--- config.mk ---
export PLATFORM = sky130hd
export DESIGN_NAME = matrix_vector_loader
export DESIGN_NICKNAME = d
export VERILOG_FILES = /design/src/rtl/mvp_pkg.sv /design/src/rtl/matrix_vector_loader.sv
export SDC_FILE = /design/constraint.sdc
export NUM_CORES = 1
export LEC_CHECK = 0
export CAP_MARGIN = 20
export CORE_UTILIZATION = 44
export DETAILED_ROUTE_END_ITERATION = 8
export PLACE_DENSITY_LB_ADDON = 0.3
export REMOVE_ABC_BUFFERS = 1
export SYNTH_ARGS = -nofsm -noshare
export SYNTH_HDL_FRONTEND = slang
export SYNTH_SLANG_ARGS = --single-unit
--- constraint.sdc ---
create_clock -name clk -period 2.3 [get_ports clk]
set_clock_uncertainty 0.2 [all_clocks]
set_input_delay 0.345 -clock clk [delete_from_list [all_inputs] [get_ports clk]]
set_output_delay 0.345 -clock clk [all_outputs]
set_load 0.05 [all_outputs]
--- src/rtl/mvp_pkg.sv ---
// Shared types and sizes for the matrix-vector operand path.
package mvp_pkg;

   localparam int N     = 4;
   localparam int W     = 16;
   localparam int IDXW  = (N * N > 1) ? $clog2(N * N) : 1;
   localparam int VIDXW = (N > 1) ? $clog2(N) : 1;

   typedef logic [W-1:0]    half_t;
   typedef logic [IDXW-1:0] idx_t;

   typedef enum logic [1:0] {
      IDLE,
      LOAD_MAT,
      LOAD_VEC,
      PRESENT
   } ldr_state_t;

   localparam idx_t MAT_LAST = idx_t'(N * N - 1);
   localparam idx_t VEC_LAST = idx_t'(N - 1);

endpackage

--- src/rtl/matrix_vector_loader.sv ---
// Serial-to-parallel operand loader: collects a row-major N x N matrix followed
// by an N-element vector from a valid/ready word stream, then holds both on
// registered outputs until the consumer takes them. Vector-only frames reuse
// the stored matrix.
//
// state    | meaning
// ---------+-------------------------------------------------------------
// IDLE     | waiting for the first word of a frame (samples in_vec_only)
// LOAD_MAT | storing matrix words, idx = next row-major element
// LOAD_VEC | storing vector words, idx = next vector element
// PRESENT  | operands held, out_valid=1, input stalled until handshake
module matrix_vector_loader
   import mvp_pkg::*;
(
   input  logic               clk,
   input  logic               rst_n,
   input  logic               flush,
   input  logic               in_valid,
   output logic               in_ready,
   input  logic [W-1:0]       in_data,
   input  logic               in_vec_only,
   output logic [N*N*W-1:0]   mat_flat,
   output logic [N*W-1:0]     vec_flat,
   output logic               mat_loaded,
   output logic               out_valid,
   input  logic               out_ready
);

   ldr_state_t        state_q, state_d;
   idx_t              idx_q, idx_d;
   logic              mat_loaded_q, mat_loaded_d;
   logic              out_valid_q, out_valid_d;
   logic              mat_we, vec_we;
   logic              accept;
   logic [VIDXW-1:0]  vec_idx;
   half_t             mat_q [N*N];
   half_t             vec_q [N];

   // in_ready is gated by rst_n so it reads 0 for the whole reset assertion
   assign in_ready   = rst_n && (state_q != PRESENT);
   assign accept     = in_valid && in_ready;
   assign vec_idx    = idx_q[VIDXW-1:0];
   assign mat_loaded = mat_loaded_q;
   assign out_valid  = out_valid_q;

   // Next-state, index and write-enable decode; flush overrides everything
   always_comb begin
      state_d      = state_q;
      idx_d        = idx_q;
      mat_loaded_d = mat_loaded_q;
      out_valid_d  = out_valid_q;
      mat_we       = 1'b0;
      vec_we       = 1'b0;
      if (flush) begin
         state_d     = IDLE;
         idx_d       = '0;
         out_valid_d = 1'b0;
         // a half-written matrix is no longer trustworthy
         if (state_q == LOAD_MAT) mat_loaded_d = 1'b0;
      end else begin
         unique case (state_q)
            IDLE: begin
               if (accept) begin
                  if (!in_vec_only) begin
                     mat_we       = 1'b1;
                     idx_d        = idx_t'(1);
                     mat_loaded_d = 1'b0;
                     state_d      = LOAD_MAT;
                  end else begin
                     vec_we = 1'b1;
                     if (N == 1) begin
                        idx_d       = '0;
                        out_valid_d = 1'b1;
                        state_d     = PRESENT;
                     end else begin
                        idx_d   = idx_t'(1);
                        state_d = LOAD_VEC;
                     end
                  end
               end
            end
            LOAD_MAT: begin
               if (accept) begin
                  mat_we = 1'b1;
                  if (idx_q == MAT_LAST) begin
                     idx_d        = '0;
                     mat_loaded_d = 1'b1;
                     state_d      = LOAD_VEC;
                  end else begin
                     idx_d = idx_q + idx_t'(1);
                  end
               end
            end
            LOAD_VEC: begin
               if (accept) begin
                  vec_we = 1'b1;
                  if (idx_q == VEC_LAST) begin
                     idx_d       = '0;
                     out_valid_d = 1'b1;
                     state_d     = PRESENT;
                  end else begin
                     idx_d = idx_q + idx_t'(1);
                  end
               end
            end
            PRESENT: begin
               if (out_valid_q && out_ready) begin
                  out_valid_d = 1'b0;
                  state_d     = IDLE;
               end
            end
            default: begin
               state_d = IDLE;
               idx_d   = '0;
            end
         endcase
      end
   end

   // Control registers
   always_ff @(posedge clk or negedge rst_n) begin
      if (!rst_n) begin
         state_q      <= IDLE;
         idx_q        <= '0;
         mat_loaded_q <= 1'b0;
         out_valid_q  <= 1'b0;
      end else begin
         state_q      <= state_d;
         idx_q        <= idx_d;
         mat_loaded_q <= mat_loaded_d;
         out_valid_q  <= out_valid_d;
      end
   end

   // Operand storage; written only on accepted words
   always_ff @(posedge clk or negedge rst_n) begin
      if (!rst_n) begin
         for (int i = 0; i < N * N; i++) mat_q[i] <= '0;
         for (int i = 0; i < N; i++)     vec_q[i] <= '0;
      end else begin
         if (mat_we) mat_q[idx_q]   <= in_data;
         if (vec_we) vec_q[vec_idx] <= in_data;
      end
   end

   // Flatten storage onto the output buses (pure wiring from flops)
   always_comb begin
      mat_flat = '0;
      vec_flat = '0;
      for (int i = 0; i < N * N; i++) mat_flat[i*W +: W] = mat_q[i];
      for (int i = 0; i < N; i++)     vec_flat[i*W +: W] = vec_q[i];
   end

endmodule
==> impl_metrics.tcl <==
set metrics [dict create \
    status "complete, no violations" \
    gp_congestion 0.849 \
    cts_buffers 36 \
    syn_to_final_growth_pct 41.9 \
    critPathKind "reg2reg" \
    synth_common_cells "dfrtp_1, mux2_2, mux2_4" \
    io_pins 345 \
    yosys.area_share.simple_pct 3.45 \
    overflow 0 \
    synth_cells 802 \
    h-tree-depth 2 \
    clockRootBuffer "clkbuf_16" \
    drt-total-wl_mm 35.4 \
    cpMaxStageDelayCell "or4_1" \
    crit_chain "ha_1, buf_4, nand3b_1, or4_1, a211o_1, o32ai_1" \
    synthXorXnorAreaFrac_pct 0 \
    setup_viol 0 \
    avgSynthCellArea_um2 16.5 \
    p_leak_nw 9.18 \
    end_kind "register" \
    final_net_count 1212 \
    via_count 8165 \
    synth_fa_ha_area_share_pct 0.757 \
    finalCritPeriodShare_pct 98.4 \
    synthesis.area_um2 13200 \
    cts_buffer_depth 3 \
    synth_top_family_by_area "multiplexers" \
    grt_max_degree 181 \
    dieArea_um2 30700 \
    synth_ff_type "dfrtp_1" \
    dr.pass1.iters 4 \
    start_kind "register" \
    grt_pass1_wl_mm 53.0 \
    portBuffers 344 \
    path_buf_inv 1 \
    worstMarginPinSlew_ns 0.936 \
    coreArea_um2 29600 \
    critical_path_arrival_ns 2.46 \
    yosysTopAreaCell "dfrtp_1" \
    ys_ff_latch 328 \
    cts_sinks 328 \
    cts_tree "yes" \
    layout-drive-gt1-share_pct 38.5 \
    dp_hpwl_mm 22.3 \
    dpl.cell_count 1526 \
    slew_headroom_pct 37.6 \
    synth_cell_types 47 \
    drv_slew 0 \
    fin_cells 1594 \
    grt_pass1_vias 8438 \
    drcViolationCount 0 \
    ant_nets 0 \
    wl_per_cell_um 22.2 \
    cp_max_fo 4 \
    num_rows 63 \
    p_per_area_nw_per_um2 920 \
    drtIter0Drc 376 \
    power.total_mw 17.3 \
    clk_transition_reported_paths_ns 0.06 \
    period_minus_slack_ns 2.26 \
    cp.required_ns 2.50 \
    dieWidth_um 175 \
    synth_edf_count 0 \
    timing.fmax_ghz 0.442 \
    synth.most_common_cell "dfrtp_1" \
    hold_ws_ns 0.0676 \
    die_h_um 175 \
    synthTopCellsByArea "dfrtp_1, mux2_2, mux2_4, nand4_4, buf_6" \
    yosysWarnings 0 \
    nFillCells 2251 \
    cpPeakStageDelay_ns 0.55 \
    min_path_type "in2async" \
    post-route-util_pct 63.3 \
    start_util_pct 44.6 \
    yosysSeqAreaShare_pct 62.1 \
    synth_mux_area_share_pct 29.4 \
    peakVddDrop_mv 0.890 \
    cap_violations 0 \
    yosysTopAreaCellShare_pct 62.1 \
    grt_usage_pct 22.9 \
    synth_compound_area_share_pct 1.22 \
    clock_latency_ns 0.51 \
    cp_top_family "simple AND/OR/NAND/NOR gates" \
    avgViaCountPerCell 5.12 \
    antenna_found_initial 1 \
    async_flop_share_pct 100 \
    finalHoldViolCount 0 \
]
==> cell usage in the layout, fill, tap and decap left out, types with 2 or more instances in the layout <==
master / Yosys / layout
nor3_1: 2 / 2
a21oi_1: 5 / 5
buf_12: 1 / 20
clkbuf_16: 0 / 38
diode_2: 0 / 2
clkbuf_1: 35 / 6
clkdlybuf4s50_1: 0 / 332
mux2_2: 249 / 248
a211oi_1: 6 / 6
nand2_1: 4 / 4
nand3_4: 3 / 5
nor2_1: 10 / 9
nand2_2: 4 / 4
ha_1: 8 / 8
dfrtp_1: 328 / 328
clkbuf_8: 0 / 10
dlymetal6s2s_1: 0 / 7
buf_8: 0 / 2
nand4_4: 7 / 7
mux2i_1: 2 / 2
o22ai_1: 2 / 2
nand4_2: 4 / 4
o21ai_0: 2 / 2
mux2_4: 70 / 71
buf_6: 13 / 2
nand3_1: 2 / 2
buf_4: 1 / 38
clkinv_2: 0 / 3
dlygate4sd2_1: 0 / 2
inv_1: 5 / 5
==> state kept, by name, summed over array words and instances (netlist names) <==
name / count
mat_loaded: 1
state_q: 2
idx_q: 4
mat_flat: 256
vec_flat: 64
out_valid: 1
==> worst paths after layout <==
| path | start | to | slack (ns) | depth (start not counted) |
|---|---|---|---|---|
| max | state_q[0] | idx_q[3] | 0.04 | 6 |
| max in group asynchronous | rst_n | mat_flat[39] | 0.26 | 4 |
| min | rst_n | state_q[0] | 0.07 | 2 |
| max reg2reg | state_q[0] | idx_q[3] | 0.04 | 6 |
| min in group clk | vec_flat[7] | vec_flat[7] | 0.30 | 1 |
| min reg2reg | vec_flat[7] | vec_flat[7] | 0.30 | 1 |
==> stage by stage <==
stage | setup TNS [ns] | cell area, um^2 | setup WS, ns
3_5_place_dp | -37.26 | 17400 | -0.207
2_1_floorplan | -144.89 | 12800 | -0.777
5_1_grt | -0.00724 | 18800 | -0.00724
3_3_place_gp | -36.09 | 17400 | -0.199
4_1_cts | -1.35 | 18600 | -0.0549
6_report | 0 | 18800 | 0.0364
==> layout make-up <==
cell class / count / area, um^2 / share of cell area, %
tap: 390 / 488 / 2.60
clock buffer: 53 / 1090 / 5.79
timing repair buffer: 406 / 4230 / 22.5
sequential: 328 / 8210 / 43.7
antenna: 2 / 5.00 / 0.0267
inverter: 7 / 26.3 / 0.140
multi-input combinational: 403 / 4670 / 24.9
clock inverter: 5 / 52.6 / 0.280
==> power breakdown <==
part	internal [mW]	total, mW	leakage (nW)	switching, mW
registers	6.39	6.71	4.50	0.314
clock network	3.35	5.56	0.561	2.21
logic	1.75	4.99	4.12	3.24
total	11.5	17.3	9.18	5.76
==> routing by layer <==
layer	share of wire (%)	track usage (%)	vias up	wire [um]
met2	47	36.6	279	16700
li1	-	-	3614	-
met1	44	30.6	4229	15500
met5	0	0	-	0
met3	7.9	7.08	43	2790
met4	1.4	4.96	0	505
==> worst reg2reg max path: stages, from the launching register on <==
cell and delay (ns):
dfrtp_1 0.39, ha_1 0.22, buf_4 0.15, nand3b_1 0.25
or4_1 0.55, a211o_1 0.27, o32ai_1 0.12
==> cell families (layout without fill, tap and decap cells) <==
kind of cell | count (synthesis) | in the layout
fa+ha+maj | 8 | 8
buf+inv | 73 | 471
simple gates | 48 | 50
mux | 322 | 322
compound gates | 23 | 23
other cells | 0 | 2
flops | 328 | 328
==> what timing repair did <==
item / 4_1_cts / 5_1_grt
pin swaps: 2 / 3
setup endpoints to repair: 163 / 414
cloned: 0 / 3
hold buffers: 1 / 0
resized for setup: 3 / 20
hold endpoints to repair: 31 / 0
setup buffers: 3 / 1
No activity file was read; power rests on OpenSTA's default activity.
